===== config.mk =====
export PLATFORM = sky130hd
export DESIGN_NAME = seqdet_ctrl
export DESIGN_NICKNAME = d
export VERILOG_FILES = /design/src/rtl/seqdet_ctrl.sv
export SDC_FILE = /design/constraint.sdc
export NUM_CORES = 1
export LEC_CHECK = 0
export CAP_MARGIN = 40
export CORE_UTILIZATION = 24
export DETAILED_ROUTE_END_ITERATION = 7
export SYNTH_ARGS = -nofsm -noshare
export SYNTH_HDL_FRONTEND = slang
export SYNTH_SLANG_ARGS = --single-unit

===== constraint.sdc =====
create_clock -name clk -period 2.8 [get_ports clk]
set_clock_uncertainty 0.1 [all_clocks]
set_input_delay 0.28 -clock clk [delete_from_list [all_inputs] [get_ports clk]]
set_output_delay 0.28 -clock clk [all_outputs]
set_load 0.05 [all_outputs]

===== src/rtl/seqdet_ctrl.sv =====
// Sequencer for the serial sequence detector: clears the detector, shifts a word in MSB-first, counts hits.
// Optional SEQDET_CTRL_FIRST_EN adds first_vld/first_idx reporting the window index of the first hit.
module seqdet_ctrl #(
  parameter int unsigned WIDTH   = 16,
  parameter int unsigned CNT_W   = 5,
  parameter int unsigned DET_LAT = 1
) (
  input  logic             clk,
  input  logic             clr,
  input  logic             in_valid,
  output logic             in_ready,
  input  logic [WIDTH-1:0] in_word,
  output logic             det_clr,
  output logic             det_din,
  input  logic             det_dout,
  output logic             busy,
  output logic             done,
  output logic [CNT_W-1:0] hit_cnt
`ifdef SEQDET_CTRL_FIRST_EN
  ,
  output logic             first_vld,
  output logic [CNT_W-1:0] first_idx
`endif
);

  localparam int unsigned      PIPE_W     = (DET_LAT > 0) ? DET_LAT : 1;
  localparam logic [CNT_W-1:0] CNT_MAX    = '1;
  localparam logic [CNT_W-1:0] LAST_BIT   = CNT_W'(WIDTH - 1);
  localparam logic [CNT_W-1:0] LAST_DRAIN = CNT_W'(DET_LAT - 1);
  localparam logic [CNT_W-1:0] CNT_ONE    = CNT_W'(1);

  localparam logic [2:0] st_idle  = 3'd0;
  localparam logic [2:0] st_clear = 3'd1;
  localparam logic [2:0] st_shift = 3'd2;
  localparam logic [2:0] st_drain = 3'd3;
  localparam logic [2:0] st_done  = 3'd4;

  logic [2:0]       state, state_nxt;
  logic [CNT_W-1:0] idx, idx_nxt;
  logic [WIDTH-1:0] word_q, word_nxt;
  logic [PIPE_W-1:0] pipe;
  logic             din_nxt;
  logic [CNT_W-1:0] hit_nxt;
  logic             win_c;

`ifdef SEQDET_CTRL_FIRST_EN
  logic [CNT_W-1:0] samp_idx, samp_nxt;
  logic             fvld_nxt;
  logic [CNT_W-1:0] fidx_nxt;
`endif

  // det_dout lines up with a shifted bit DET_LAT cycles after that bit left on det_din
  assign win_c = (DET_LAT == 0) ? (state == st_shift) : pipe[PIPE_W-1];

  always_comb begin
    state_nxt = state;
    idx_nxt   = idx;
    word_nxt  = word_q;
    din_nxt   = 1'b0;
    hit_nxt   = hit_cnt;
`ifdef SEQDET_CTRL_FIRST_EN
    samp_nxt  = samp_idx;
    fvld_nxt  = first_vld;
    fidx_nxt  = first_idx;
    if (win_c) begin
      samp_nxt = samp_idx + CNT_ONE;
      if (det_dout && !first_vld) begin
        fvld_nxt = 1'b1;
        fidx_nxt = samp_idx;
      end
    end
`endif
    if (win_c && det_dout && (hit_cnt != CNT_MAX)) begin
      hit_nxt = hit_cnt + CNT_ONE;
    end

    case (state)
      st_idle: begin
        if (in_valid && in_ready) begin
          state_nxt = st_clear;
          word_nxt  = in_word;
          hit_nxt   = '0;
`ifdef SEQDET_CTRL_FIRST_EN
          samp_nxt  = '0;
          fvld_nxt  = 1'b0;
          fidx_nxt  = '0;
`endif
        end
      end
      st_clear: begin
        state_nxt = st_shift;
        idx_nxt   = '0;
        din_nxt   = word_q[WIDTH-1];
        word_nxt  = word_q << 1;
      end
      st_shift: begin
        if (idx == LAST_BIT) begin
          idx_nxt   = '0;
          state_nxt = (DET_LAT == 0) ? st_done : st_drain;
        end else begin
          idx_nxt  = idx + CNT_ONE;
          din_nxt  = word_q[WIDTH-1];
          word_nxt = word_q << 1;
        end
      end
      st_drain: begin
        if (idx == LAST_DRAIN) begin
          state_nxt = st_done;
        end else begin
          idx_nxt = idx + CNT_ONE;
        end
      end
      st_done:  state_nxt = st_idle;
      default:  state_nxt = st_idle;
    endcase
  end

  // State, datapath and registered outputs; all flags derive from the next state
  always_ff @(posedge clk) begin
    if (!clr) begin
      state    <= st_idle;
      idx      <= '0;
      word_q   <= '0;
      pipe     <= '0;
      in_ready <= 1'b0;
      det_clr  <= 1'b1;
      det_din  <= 1'b0;
      busy     <= 1'b0;
      done     <= 1'b0;
      hit_cnt  <= '0;
`ifdef SEQDET_CTRL_FIRST_EN
      samp_idx  <= '0;
      first_vld <= 1'b0;
      first_idx <= '0;
`endif
    end else begin
      state    <= state_nxt;
      idx      <= idx_nxt;
      word_q   <= word_nxt;
      pipe     <= PIPE_W'({pipe, (state == st_shift)});
      in_ready <= (state_nxt == st_idle);
      det_clr  <= (state_nxt == st_clear);
      det_din  <= din_nxt;
      busy     <= (state_nxt != st_idle);
      done     <= (state_nxt == st_done);
      hit_cnt  <= hit_nxt;
`ifdef SEQDET_CTRL_FIRST_EN
      samp_idx  <= samp_nxt;
      first_vld <= fvld_nxt;
      first_idx <= fidx_nxt;
`endif
    end
  end

endmodule


==> flow_summary.json <==
{
  "slowest_delay_ns": 0.54,
  "antennaDiodeCount": 0,
  "cts_setup_buffers": 0,
  "synth.most_common_cell": "dfxtp_1",
  "yosys.area.top_type": "dfxtp_1",
  "tightest_slew_ns": 0.738,
  "power_leakage_nw": 0.784,
  "ctsRootBufferMaster": "clkbuf_8",
  "worstReg2RegEnd": "word_q[14]$_SDFFE_PN0P_",
  "antenna_left": 0,
  "dieArea_sq_um": 7460,
  "cap_violations": 0,
  "clk_pin_slew_ns": 0.06,
  "antenna_found_initial": 0,
  "timing.fmax_mhz": 430,
  "crit_path_start": "idx[0]$_SDFFE_PN0P_",
  "synthArstFlopShare": 0,
  "cp_common_cell": "ha_1",
  "min_path_type": "reg2reg",
  "start_kind": "flop",
  "crit_chain": "ha_1 -> and3_1 -> ha_1 -> or4b_4 -> nand2_1 -> buf_4 -> a221oi_2",
  "vias_per_cell": 4.59,
  "yosysSeqAreaShare": 0.410,
  "finalCriticalPeriod_ns": 2.32,
  "core_area_sq_um": 6830,
  "gp_congestion": 0.771,
  "io_buffers": 29,
  "place_area_sq_um": 2090,
  "cts.repair.resized": 0,
  "ys.flop_type": "dfxtp_1",
  "drt_iter0_drc": 62,
  "status": "finished clean",
  "nets": 231,
  "tns_ns": 0,
  "r2r.worst_path.cells": 7,
  "fin_util": 0.316,
  "synth_nets": 203,
  "cp-endpoint": "word_q[14]$_SDFFE_PN0P_",
  "dp_hpwl_um": 2600,
  "syn-instance-count": 177,
  "insertion_delay_ns": 0.28,
  "final_area_sq_um": 2160,
  "period_share": 0.830,
  "yosysWarnings": 0,
  "routed_wl_um": 3520,
  "maxSlewViolCount": 0,
  "syn-cell-area_sq_um": 1710,
  "clock_sinks": 35,
  "synth_cell_types": 37,
  "rr_startpoint": "idx[0]$_SDFFE_PN0P_",
  "rsz0062_at_grt": "false",
  "drt_first_pass_iters": 4,
  "report.final.setup_viol": 0,
  "cts_tree": "done",
  "ctsHoldBuffers": 0,
  "initial_core_util": 0.250,
  "placed_cells": 294,
  "numCtsBuffers": 5,
  "finalHoldViolCount": 0,
  "drc": 0,
  "ir_drop_uv": 144,
  "yosysTopAreaCellShare": 0.410,
  "grt_pass1_vias": 1351,
  "synthTopCellsByArea": "dfxtp_1 (41%), a221oi_2 (7.0%), o31ai_1 (6.6%)",
  "area_delta_synth_final_pct": 26.4,
  "die_h_um": 86.4,
  "grt_max_degree": 22,
  "cp.required_ns": 2.86,
  "io_pins": 30,
  "crit_path_end_kind": "flop",
  "h-tree-depth": 2,
  "grt_pass1_wl_um": 6000,
  "clk_path_buf_depth": 2,
  "fp.dieW_um": 86.4,
  "num_rows": 30,
  "p_per_area_nw_per_um2": 568,
  "overflow": 0,
  "critPathSlowestCell": "or4b_4",
  "critPathMaxFanout": 9,
  "num_vias": 1377,
  "gr-usage-all-layers": 0.103,
  "rrSetupSlack_ns": 0.48,
  "drt-wirelength-per-cell_um": 11.7,
  "synth_common_cells": "dfxtp_1 (35), inv_1 (22), o31ai_1 (15)",
  "fin_cells": 300,
  "final_layout_size_suffix_gt1_frac": 0.108,
  "nFillCells": 754,
  "slew-limit-headroom": 0.506,
  "cp_data_arrival_time_ns": 2.38,
  "ys_ff_latch": 35,
  "syn-mean-instance-area_sq_um": 9.66,
  "synth_edf_count": 0,
  "critPathKind": "reg2reg"
}
-- critical path: cells and delay by family (launching register included) --
family	cells	cell delay [ns]
adders and majority gates	2	0.43
AOI/OAI and AO/OA	1	0.07
and+or+nand+nor	3	1.02
buffers and inverters	1	0.24
DFF	1	0.33
-- per-layer routing --
| metal | vias to the layer above | routed length, um | global-route usage |
|---|---|---|---|
| li1 | 713 | - | - |
| met1 | 641 | 1650 | 0.120 |
| met2 | 18 | 1670 | 0.172 |
| met3 | 5 | 148 | 0.0390 |
| met4 | 0 | 51 | 0.0409 |
| met5 | - | 0 | 0 |
-- flip-flops by register name (all words and copies together) (netlist names), 3 cells and up --
register  count
word_q       16
hit_cnt       5
state         3
idx           5
-- stage by stage --
stage / worst slack (ns) / power [W] / hold WS, ns
after floorplan: 0.701 / 0.000835 / 0.333
after global placement: 0.510 / 0.000908 / 0.353
after detailed placement: 0.474 / 0.000912 / 0.361
after CTS: 0.463 / 0.00124 / 0.376
after global routing: 0.381 / 0.00130 / 0.401
final: 0.477 / 0.00123 / 0.369
-- worst min-delay path by stage --
stage	from	endpoint	cells after the start	slack, ns
after global placement	word_q[0]$_SDFFE_PN0P_	word_q[0]$_SDFFE_PN0P_	2	0.35
after floorplan	in_word[0]	word_q[0]$_SDFFE_PN0P_	2	0.33
final	word_q[0]$_SDFFE_PN0P_	word_q[0]$_SDFFE_PN0P_	2	0.37
after detailed placement	word_q[0]$_SDFFE_PN0P_	word_q[0]$_SDFFE_PN0P_	2	0.36
after CTS	word_q[0]$_SDFFE_PN0P_	word_q[0]$_SDFFE_PN0P_	2	0.38
after global routing	word_q[15]$_SDFFE_PN0P_	det_din$_SDFF_PN0_	1	0.40
-- logic make-up (layout without fill, tap and decap cells) --
group	count (synthesis)	count (layout)	share of synthesized area
AO/OA/AOI/OAI	52	52	0.259
XOR/XNOR	2	2	0.0103
buffers and inverters	34	61	0.0849
AND/OR/NAND/NOR	42	42	0.157
adder cells (fa/ha/maj)	6	6	0.0439
multiplexers	6	6	0.0351
flip-flops	35	35	0.410
-- area by class of cell --
class / count / area, sq um / area share
multi-input combinational: 108 / 863 / 0.400
clock buffer: 6 / 72.6 / 0.0336
sequential: 35 / 701 / 0.324
timing repair buffer: 33 / 320 / 0.148
inverter: 22 / 82.6 / 0.0382
tap: 96 / 120 / 0.0556
-- power by group --
group / switching [W] / internal [W] / leakage (nW)
clock network: 0.000163 / 0.000166 / 0.0371
registers: 0.0000316 / 0.000561 / 0.287
logic: 0.000173 / 0.000133 / 0.460
total: 0.000368 / 0.000859 / 0.784
-- placed cells by master, fill, tap and decap left out, drive strengths merged --
cell type	Yosys	layout
ha	6	6
a221oi	14	14
o2111ai	1	1
o31a	1	1
nand4	4	4
clkdlybuf4s50	0	29
nand4bb	2	2
nor4b	1	1
o32a	1	1
buf	4	4
nand3b	1	1
nor2	7	7
inv	22	22
nand2	4	4
nand2b	3	3
nand3	2	2
o31ai	15	15
a21oi	9	9
xor2	2	2
a211oi	3	3
dfxtp	35	35
o21bai	1	1
and2	3	3
or4b	2	2
nor2b	2	2
and3	5	5
clkbuf	8	6
or3	2	2
or3b	1	1
nand4b	3	3
o221a	1	1
mux2i	6	6
o21ai	6	6
Power figures use the tool's default switching activity.
